$ cat config.mk
export PLATFORM = sky130hd
export DESIGN_NAME = load_down_counter_flat
export DESIGN_NICKNAME = d
export VERILOG_FILES = /design/src/rtl/load_counter_pkg.sv /design/src/rtl/load_down_counter_if.sv /design/src/rtl/load_down_counter.sv /design/src/flat_wrapper.sv
export SDC_FILE = /design/constraint.sdc
export NUM_CORES = 1
export LEC_CHECK = 0
export ABC_AREA = 1
export BUFFER_PORTS_ARGS = -buffer_cell sky130_fd_sc_hd__buf_2
export CORE_AREA = 3 3 40 42
export DETAILED_ROUTE_END_ITERATION = 16
export DIE_AREA = 0 0 43 45
export PLACE_DENSITY = 0.65
export SLEW_MARGIN = 20
export SYNTH_ARGS = -nofsm -noshare
export SYNTH_HDL_FRONTEND = slang
export SYNTH_SLANG_ARGS = --single-unit
$ cat constraint.sdc
create_clock -name clk -period 1.45 [get_ports clk]
set_input_delay 0 -clock clk [delete_from_list [all_inputs] [get_ports clk]]
set_output_delay 0 -clock clk [all_outputs]
set_load 0.005 [all_outputs]
$ cat src/rtl/load_counter_pkg.sv
// Shared types for the load counter family.
// State encoding and default counter width.
package load_counter_pkg;

  localparam int DEF_WIDTH = 4;

  typedef enum logic [1:0] {
    IDLE = 2'd0,
    RUN  = 2'd1,
    DONE = 2'd2
  } state_t;

endpackage

$ cat src/rtl/load_down_counter_if.sv
// Load handshake bundle for the down-counter.
// Master issues start values, slave accepts them.
interface load_down_counter_if
  import load_counter_pkg::*;
#(
  parameter int WIDTH = DEF_WIDTH
);

  logic             load_valid;
  logic             load_ready;
  logic [WIDTH-1:0] load_in;

  modport master (
    output load_valid,
    output load_in,
    input  load_ready
  );

  modport slave (
    input  load_valid,
    input  load_in,
    output load_ready
  );

endinterface

$ cat src/rtl/load_down_counter.sv
// Loadable down-counter/timer with terminal-count strobe.
// One-shot or periodic depending on AUTO_RELOAD.
module load_down_counter
  import load_counter_pkg::*;
#(
  parameter int WIDTH       = DEF_WIDTH,
  parameter bit AUTO_RELOAD = 1'b0
) (
  input  logic             clk,
  input  logic             rst_n,
  load_down_counter_if.slave ld,
  input  logic             en,
  input  logic             abort,
  output logic [WIDTH-1:0] counter_out,
  output logic             busy,
  output logic             done,
  output logic             tc_pulse
);

  localparam logic [WIDTH-1:0] ONE = WIDTH'(1);

  state_t           state;
  logic [WIDTH-1:0] reload;
  logic             accept;
  logic             run_tc;
  logic             run_dec;

  // Loads are only taken when idle/done and not being aborted.
  assign ld.load_ready = (state == IDLE || state == DONE)
                       && !abort && rst_n;

  assign accept  = ld.load_valid && ld.load_ready;
  assign run_tc  = (state == RUN) && en && !abort
                 && (counter_out == ONE);
  assign run_dec = (state == RUN) && en && !abort
                 && (counter_out > ONE);

  assign busy = (state == RUN);
  assign done = (state == DONE);

  // State, count, reload value and strobe; abort wins over everything.
  always_ff @(posedge clk or negedge rst_n) begin
    if (!rst_n) begin
      state       <= IDLE;
      counter_out <= '0;
      reload      <= '0;
      tc_pulse    <= 1'b0;
    end else begin
      tc_pulse <= 1'b0;
      unique case (1'b1)
        abort: begin
          state       <= IDLE;
          counter_out <= '0;
        end
        accept: begin
          counter_out <= ld.load_in;
          reload      <= ld.load_in;
          if (ld.load_in == '0) begin
            state    <= DONE;
            tc_pulse <= 1'b1;
          end else begin
            state <= RUN;
          end
        end
        run_tc: begin
          tc_pulse <= 1'b1;
          if (AUTO_RELOAD) begin
            counter_out <= reload;
          end else begin
            counter_out <= '0;
            state       <= DONE;
          end
        end
        run_dec: begin
          counter_out <= counter_out - ONE;
        end
        default: begin
        end
      endcase
    end
  end

endmodule

$ cat src/flat_wrapper.sv
// flat-port wrapper written by rule: the top's interface ports become plain ports
module load_down_counter_flat import load_counter_pkg::*;
#(
  parameter int WIDTH       = DEF_WIDTH,
  parameter bit AUTO_RELOAD = 1'b0
)
  (clk, rst_n, en, abort, counter_out, busy, done, tc_pulse, ld_load_valid, ld_load_in, ld_load_ready);
  load_down_counter_if #(.WIDTH(WIDTH)) ld_i ();
  input  logic clk;
  input  logic rst_n;
  input  logic en;
  input  logic abort;
  output logic [WIDTH-1:0] counter_out;
  output logic busy;
  output logic done;
  output logic tc_pulse;
  input wire logic [$bits(ld_i.load_valid)-1:0] ld_load_valid;
  input wire logic [$bits(ld_i.load_in)-1:0] ld_load_in;
  output wire logic [$bits(ld_i.load_ready)-1:0] ld_load_ready;
  assign ld_i.load_valid = ld_load_valid;
  assign ld_i.load_in = ld_load_in;
  assign ld_load_ready = ld_i.load_ready;
  load_down_counter #(.WIDTH(WIDTH), .AUTO_RELOAD(AUTO_RELOAD)) u_core (.clk(clk), .rst_n(rst_n), .ld(ld_i), .en(en), .abort(abort), .counter_out(counter_out), .busy(busy), .done(done), .tc_pulse(tc_pulse));
endmodule
* Yosys cells after proc, flatten, opt, wreduce, memory -nomap -nowiden *
Cells that the tools add are included.

storage, ports and cells
  register bits = 7
  input port bits = 9
  output and inout bits = 8
  logic and storage cells = 27

operators by class
  add/subtract/negate cells = 1
  order comparisons = 1
  eq/ne operators = 3
  multiplexer cells = 5
  reductions and logical operators = 14

operators by type and width
  kind                                                                             number
  4-bit one-hot mux with 3 select lines                                            1
  1-bit logical AND                                                                7
  2-bit one-hot mux with 3 select lines                                            1
  3-bit nonzero test                                                               2
  4-bit by 1-bit == test with 1-bit output, second input constant                  1
  4-bit by 1-bit greater-than comparator with 1-bit output, second input constant  1
  4-bit zero test                                                                  1
  4-bit by 1-bit subtractor with 4-bit output, second input constant               1
  2-bit by 1-bit == test with 1-bit output, second input constant                  1
  2-bit == test, second input constant                                             1
  2-bit zero test                                                                  1
  2-bit two-way mux                                                                1
  1-bit one-hot mux with 2 select lines                                            1
  2-bit OR reduction                                                               1
  1-bit zero test                                                                  1
  1-bit logical OR                                                                 1
  1-bit two-way mux                                                                1

* Logic depth before layout (Yosys ltp) *
Gate-level depths: netlist of run 1.

  word-level depth = 6
  mapped depth = 11

* Worst setup path before layout of run 1 *
No wires, ideal clock.

  path type = register to register
  from = reg u_core.counter_out[0]
  to = reg u_core.counter_out[2]
  setup time = 65 ps
  arrival time = 1251 ps
  data required time = 1385 ps
  slack = 134 ps
  stages on the path, launching flop included = 11
  buffers on the path = 0
  period minus slack after synthesis = 1316 ps
  cells stage by stage = dfrtp_1 inv_1 ha_1 inv_1 nand2_1 nand2_1 nand2_2 nand4_2 inv_2 nand2_1 nand2_1

on the way
  longest elaborated chain between the ends = 4

RTL lines
  item                                                                                                              RTL line                 text
  start, declared                                                                                                   load_down_counter.sv:14  output logic [WIDTH-1:0] counter_out,
  start signal, assigned                                                                                            load_down_counter.sv:56  counter_out <= ld.load_in;
  start signal, assigned                                                                                            load_down_counter.sv:68  counter_out <= reload;
  start signal, assigned                                                                                            load_down_counter.sv:75  counter_out <= counter_out - ONE;
  parallel branches: the longest is 4 deep, another holds 4-bit by 1-bit greater-than comparator with 1-bit output  -

Several ways; the timed one is not identified.
A chain may end at the register's enable or synchronous reset.

* Worst setup path in the final report of run 1 *
  from = reg u_core.counter_out[1]
  to = reg u_core.counter_out[0]

The elaborated chain is that of the path after synthesis.

==> results of run 1 <==
[synthesized netlist by cell type]
library cell and n:
nand4_2 1, xor2_1 1, inv_2 2, nand2_1 31
nor2_1 5, nor2_2 1, nor3_1 1, dfrtp_1 7
inv_1 10, ha_1 2, o21ai_1 1, nand3_1 3
nand2_2 1, o21bai_1 1, or2_0 1, nand4_1 4
[power by group through the flow]
stage / Combinational [mW] / Sequential, mW / Clock (mW)
finish: 0.171 / 0.231 / 0.171
global route: 0.199 / 0.234 / 0.195
CTS: 0.144 / 0.229 / 0.185
detailed placement: 0.139 / 0.232 / 0
global placement: 0.139 / 0.232 / 0
floorplan: 0.0816 / 0.230 / 0
[state kept, by name, summed over array words and instances (netlist names)]
register,cells
u_core.tc_pulse,1
u_core.counter_out,4
u_core.state,2
[routing by layer]
| metal | up-vias | part of all wire | global-route usage | wire (um) |
|---|---|---|---|---|
| met5 | - | 0 | 0 | 0 |
| met4 | 0 | 0 | 0.0783 | 0 |
| met3 | 0 | 0.037 | 0.0120 | 43 |
| met2 | 11 | 0.51 | 0.231 | 594 |
| met1 | 221 | 0.45 | 0.178 | 525 |
| li1 | 273 | - | - | - |
[worst max path at each step]
stage	to	slack [ns]	depth (start not counted)
5_1_grt	u_core.counter_out[2]	-0.02	9
6_report	u_core.counter_out[0]	0.09	9
2_1_floorplan	u_core.counter_out[2]	0.13	10
3_3_place_gp	u_core.counter_out[1]	0.03	10
4_1_cts	u_core.counter_out[2]	0.02	10
3_5_place_dp	u_core.counter_out[2]	0.04	10
[final cells by class]
cell class / instances / share of cell area
well taps: 15 / 0.0274
flip-flops and latches: 7 / 0.256
clock buffers: 4 / 0.0384
inverters: 12 / 0.0658
repair buffers: 20 / 0.168
multi-input cells: 53 / 0.444
[kinds of logic (layout without fill, tap and decap cells)]
| family | Yosys count | count (layout) | share of synthesized area |
|---|---|---|---|
| buffers and inverters | 12 | 36 | 0.0943 |
| AOI/OAI and AO/OA | 2 | 2 | 0.0262 |
| and+or+nand+nor | 48 | 48 | 0.442 |
| xor gates and xnor gates | 1 | 1 | 0.0183 |
| adders and majority gates | 2 | 2 | 0.0523 |
| DFF | 7 | 7 | 0.366 |
[metrics by stage]
step	worst slack [ns]	area, um^2
global placement	0.0275	592
detailed placement	0.0361	592
CTS	0.0169	638
global route	-0.0187	684
floorplan	0.134	478
finish	0.0870	684
[what timing repair did]
action	in CTS	in global routing
setup endpoints to repair	0	5
gates resized for setup	0	15
hold endpoints to repair	8	0
hold buffers	2	0
[worst max-delay path: stages, from the launching register on]
cell     delay (ns)
dfrtp_1        0.38
inv_2          0.09
ha_2           0.18
inv_2          0.04
nor3_2         0.12
nand2_2        0.14
nand4_4        0.14
inv_2          0.06
nand2_1        0.05
nand2_1        0.05
==> results.sh, run 1 <==
export IMPL_drt_iter0_markers=6
export IMPL_fin_hold_ws_ns=0.0854
export IMPL_cts_tree="built"
export IMPL_cts_sinks=7
export IMPL_setup_tns_ns=0
export IMPL_netlist_area_um2=478
export IMPL_synth_top_area_share=0.366
export IMPL_yosys_warnings=0
export IMPL_p_switching_mw=0.180
export IMPL_io_pins=17
export IMPL_cts_root_buf="clkbuf_4"
export IMPL_cts_buffer_depth=2
export IMPL_drc=0
export IMPL_synth_area_leaders="dfrtp_1 37%, nand2_1 24%, inv_1 7.9%"
export IMPL_worstHoldPathType="primary input to flip-flop"
export IMPL_die_w_um=43
export IMPL_grt_util_all_layers=0.139
export IMPL_area_delta_synth_final_pct=43.2
export IMPL_grt_max_degree=9
export IMPL_p_total_mw=0.573
export IMPL_ys_seq_elements=7
export IMPL_dieArea_mm2=0.00194
export IMPL_layout_commonest_cell="nand2_1"
export IMPL_tightest_slew_ns=0.210
export IMPL_worst_slew_margin_rel=0.860
export IMPL_leakagePower_nw=0.398
export IMPL_diodes=0
export IMPL_core_rowCount=13
export IMPL_worstSetupEndpointType="flip-flop"
export IMPL_yosysTopAreaCell="dfrtp_1"
export IMPL_dpl_cell_count=105
export IMPL_whs_endpoint="u_core.state[0]"
export IMPL_clkLatencyLatePin_ns=0.24
export IMPL_via_count=505
export IMPL_fill_cells=135
export IMPL_powerDensity_mw_per_mm2=838
export IMPL_setup_viol=0
export IMPL_power_frac_comb=0.299
export IMPL_required_ns=1.58
export IMPL_hold_path_startpoint="ld_load_in[2]"
export IMPL_p_seq_frac=0.403
export IMPL_clkPwrFrac=0.299
export IMPL_register_area_um2=175
export IMPL_power_internal_mw=0.394
export IMPL_firstDrtPassIters=4
export IMPL_post_synth_cell_area_avg_um2=6.64
export IMPL_reg2reg_slack_ns=0.09
export IMPL_r2r_start="u_core.counter_out[1]"
export IMPL_mostFrequentLayoutCells="28 x nand2_1, 16 x buf_2, 7 x inv_2, 7 x dfrtp_1"
export IMPL_layoutNonFillerInstCount=111
export IMPL_gp_congestion=0.835
export IMPL_cts_reportedPaths_clkPinSlew_ns=0.05
export IMPL_htree_levels=1
export IMPL_ys_types=16
export IMPL_worstSetupPathType="flip-flop to flip-flop"
export IMPL_wl_per_cell_um=10.5
export IMPL_post_route_util=0.533
export IMPL_grt_pass1_vias=511
export IMPL_critPathLaunchType="flip-flop"
export IMPL_min_period_ns=1.36
export IMPL_cts_buffers=3
export IMPL_antenna_found_initial=0
export IMPL_outcome="finished clean"
export IMPL_synth_seq_area_share=0.366
export IMPL_via_per_inst=4.55
export IMPL_critPathArrivalTime_ns=1.49
export IMPL_netlist_instances=72
export IMPL_multiInputGateArea_um2=304
export IMPL_portBuffers=16
export IMPL_hold_viol_final=0
export IMPL_vdd_drop_max_mv=0.341
export IMPL_reg2reg_to="u_core.counter_out[0]"
export IMPL_wl_um=1160
export IMPL_drv_cap=0
export IMPL_crit_path_start="u_core.counter_out[1]"
export IMPL_grt_pass1_wl_um=2010
export IMPL_synthesis_nets=83
export IMPL_drive_above_1_share=0.385
export IMPL_cts_setup_buffers=0
export IMPL_reg2reg_depth=9
export IMPL_min_path_cells=5
export IMPL_drv_slew=0
export IMPL_overflow=0
export IMPL_coreArea_mm2=0.00128
export IMPL_path_max_fanout=7
export IMPL_final_period_utilization=0.940
export IMPL_initial_core_util=0.372
export IMPL_die_h_um=45
export IMPL_ant_nets=0
export IMPL_clock_fmax_ghz=0.734
export IMPL_skew_ns=0.00418
export IMPL_switching_share=0.313
export IMPL_hpwl_um=863
export IMPL_fin_nets=108
(Power assumes the default switching activity.)
==> run 2, diff against run 1 <==
==> constraint.sdc (replaced) <==
create_clock -name clk -period 1.45 [get_ports clk]
set_input_delay 0.3625 -clock clk [delete_from_list [all_inputs] [get_ports clk]]
set_output_delay 0.3625 -clock clk [all_outputs]
set_load 0.005 [all_outputs]
==> run 2 against run 1 <==
Net effect: setup slack worse by 0.0021 ns; global-route usage fell by 1.5 points; non-clock buffer count up 2; core utilization is 1.3 points higher; critical path depth stayed put; wire length fell by 1.7%; clock-buffer cell count unchanged; hold slack lost 0.069 ns; first-iteration DRC count rose by 33%; clock power down 3%; sequential cell count is the same; fmax decreased by 0.15%; critical endpoint is now u_core.counter_out[1]; largest cell class unchanged.
==> results.sh, run 2 (same netlist as run 1, synthesis figures left out) <==
export IMPL_outcome="finished clean"
export IMPL_critPathArrivalTime_ns=1.54
export IMPL_dp_slack_ns=0.0190
export IMPL_setup_tns_ns=0
export IMPL_htree_levels=1
export IMPL_critPathLaunchType="flip-flop"
export IMPL_regMostFlops="u_core.counter_out"
export IMPL_hpwl_um=891
export IMPL_grt_pass1_wl_um=1790
export IMPL_route_met2_wl_um=560
export IMPL_drv_slew=0
export IMPL_portBuffers=16
export IMPL_cp_cell_sequence="ha_4 -> inv_1 -> nand2_2 -> nand2_2 -> nand2_4 -> or2_0 -> nand2_1 -> nand2_1 -> nand2_1"
export IMPL_cts_tree="built"
export IMPL_worst_slack_ns=0.0849
export IMPL_grt_util_all_layers=0.124
export IMPL_layout_commonest_cell="nand2_1"
export IMPL_drive_above_1_share=0.408
export IMPL_fin_nets=110
export IMPL_worstSetupPathType="flip-flop to flip-flop"
export IMPL_gp_congestion=0.804
export IMPL_worstSetupEndpointType="flip-flop"
export IMPL_initial_core_util=0.372
export IMPL_vdd_drop_max_mv=0.421
export IMPL_drc=0
export IMPL_ant_nets=0
export IMPL_powerDensity_mw_per_mm2=828
export IMPL_rsz0062_at_grt="true"
export IMPL_crit_top_cell="nand2_1"
export IMPL_m1WireLength_um=524
export IMPL_cts_buffer_depth=2
export IMPL_largest_reg_flops=4
export IMPL_reg2reg_slack_ns=0.08
export IMPL_hold_viol_final=0
export IMPL_cts_buffers=3
export IMPL_die_h_um=45
export IMPL_clock_fmax_ghz=0.733
export IMPL_via_per_inst=4.58
export IMPL_mostFrequentLayoutCells="28 x nand2_1, 16 x buf_2, 7 x inv_1, 6 x buf_4, 6 x dfrtp_1"
export IMPL_final_period_utilization=0.941
export IMPL_io_pins=17
export IMPL_via_count=517
export IMPL_fill_cells=125
export IMPL_tightest_slew_ns=0.212
export IMPL_wl_um=1140
export IMPL_die_w_um=43
export IMPL_path_max_fanout=7
export IMPL_setup_viol=0
export IMPL_grt_max_degree=8
export IMPL_ctsHoldBuffers=0
export IMPL_drv_cap=0
export IMPL_dpl_cell_count=107
export IMPL_area_delta_synth_final_pct=46.6
export IMPL_antenna_found_initial=0
export IMPL_cts_sinks=7
export IMPL_critPathMaxStageDelay_ns=0.44
export IMPL_firstDrtPassIters=4
export IMPL_worst_slew_margin_rel=0.858
export IMPL_r2r_start="u_core.counter_out[0]"
export IMPL_clkLatencyLatePin_ns=0.24
export IMPL_min_period_ns=1.37
export IMPL_skew_ns=0.00210
export IMPL_reg2reg_to="u_core.counter_out[1]"
export IMPL_cts_root_buf="clkbuf_4"
export IMPL_reg_top3="u_core.counter_out x4, u_core.state x2, u_core.tc_pulse x1"
export IMPL_cp_slowest_cell="dfrtp_2"
export IMPL_layoutNonFillerInstCount=113
export IMPL_top_layer="met4"
export IMPL_cts_reportedPaths_clkPinSlew_ns=0.05
export IMPL_required_ns=1.63
export IMPL_reg2reg_depth=9
export IMPL_leakagePower_nw=0.411
export IMPL_dieArea_mm2=0.00194
export IMPL_grt_pass1_vias=467
export IMPL_drt_iter0_markers=8
export IMPL_met3_length_um=46
export IMPL_overflow=0
export IMPL_fin_hold_ws_ns=0.0168
export IMPL_coreArea_mm2=0.00128
export IMPL_worstHoldPathType="primary input to async pin"
export IMPL_core_rowCount=13
export IMPL_p_total_mw=0.580
export IMPL_diodes=0
export IMPL_wl_per_cell_um=10.1
==> run 2: cell types whose count changed in the layout (fill, tap and decap cells not counted), sizes merged <==
| cell | previous run | this run |
|---|---|---|
| dlygate4sd3 | 2 | 0 |
| buf | 18 | 22 |
==> run 2: cell type report <==
| class | instances | area (um^2) | area share |
|---|---|---|---|
| inverters | 12 | 45.0 | 0.0643 |
| well taps | 15 | 18.8 | 0.0268 |
| multi-input cells | 53 | 309 | 0.441 |
| repair buffers | 22 | 125 | 0.179 |
| clock buffers | 4 | 26.3 | 0.0375 |
| flip-flops and latches | 7 | 176 | 0.252 |
==> run 2: repair_timing <==
item	4_1_cts	5_1_grt
setup endpoints to repair	0	5
resized for setup	0	14
buffers inserted	0	2
==> run 2: layer usage <==
| metal | global-route usage | vias up |
|---|---|---|
| li1 | - | 272 |
| met1 | 0.173 | 232 |
| met2 | 0.180 | 11 |
| met3 | 0 | 2 |
| met4 | 0.108 | 0 |
| met5 | 0 | - |
==> run 2: metrics by stage <==
| step | instance area, um^2 | util |
|---|---|---|
| after floorplan | 478 | - |
| after global placement | 607 | 0.472 |
| after detailed placement | 607 | 0.472 |
| after CTS | 633 | 0.493 |
| after global routing | 701 | 0.545 |
| final | 701 | 0.545 |
==> run 2: worst max-delay path, delay by kind of cell (launching register included) <==
kind	cells	cell delay, ns
buffers and inverters	1	0.09
DFF	1	0.44
and+or+nand+nor	7	0.59
adders and majority gates	1	0.17
==> run 2: how the worst max path moves through the flow <==
stage / to / slack, ns / from / cells after the start
global route: u_core.counter_out[3] / -0.02 / u_core.counter_out[1] / 9
finish: u_core.counter_out[1] / 0.08 / u_core.counter_out[0] / 9
floorplan: u_core.counter_out[2] / 0.13 / u_core.counter_out[0] / 10
CTS: u_core.counter_out[3] / 0.003 / u_core.counter_out[0] / 10
detailed placement: u_core.counter_out[3] / 0.02 / u_core.counter_out[0] / 10
global placement: u_core.counter_out[2] / 0.04 / u_core.counter_out[0] / 10
==> run 2: report_power, final <==
group          internal, mW  switching (mW)
Clock                 0.104          0.0614
Sequential            0.212          0.0223
Combinational        0.0844          0.0954
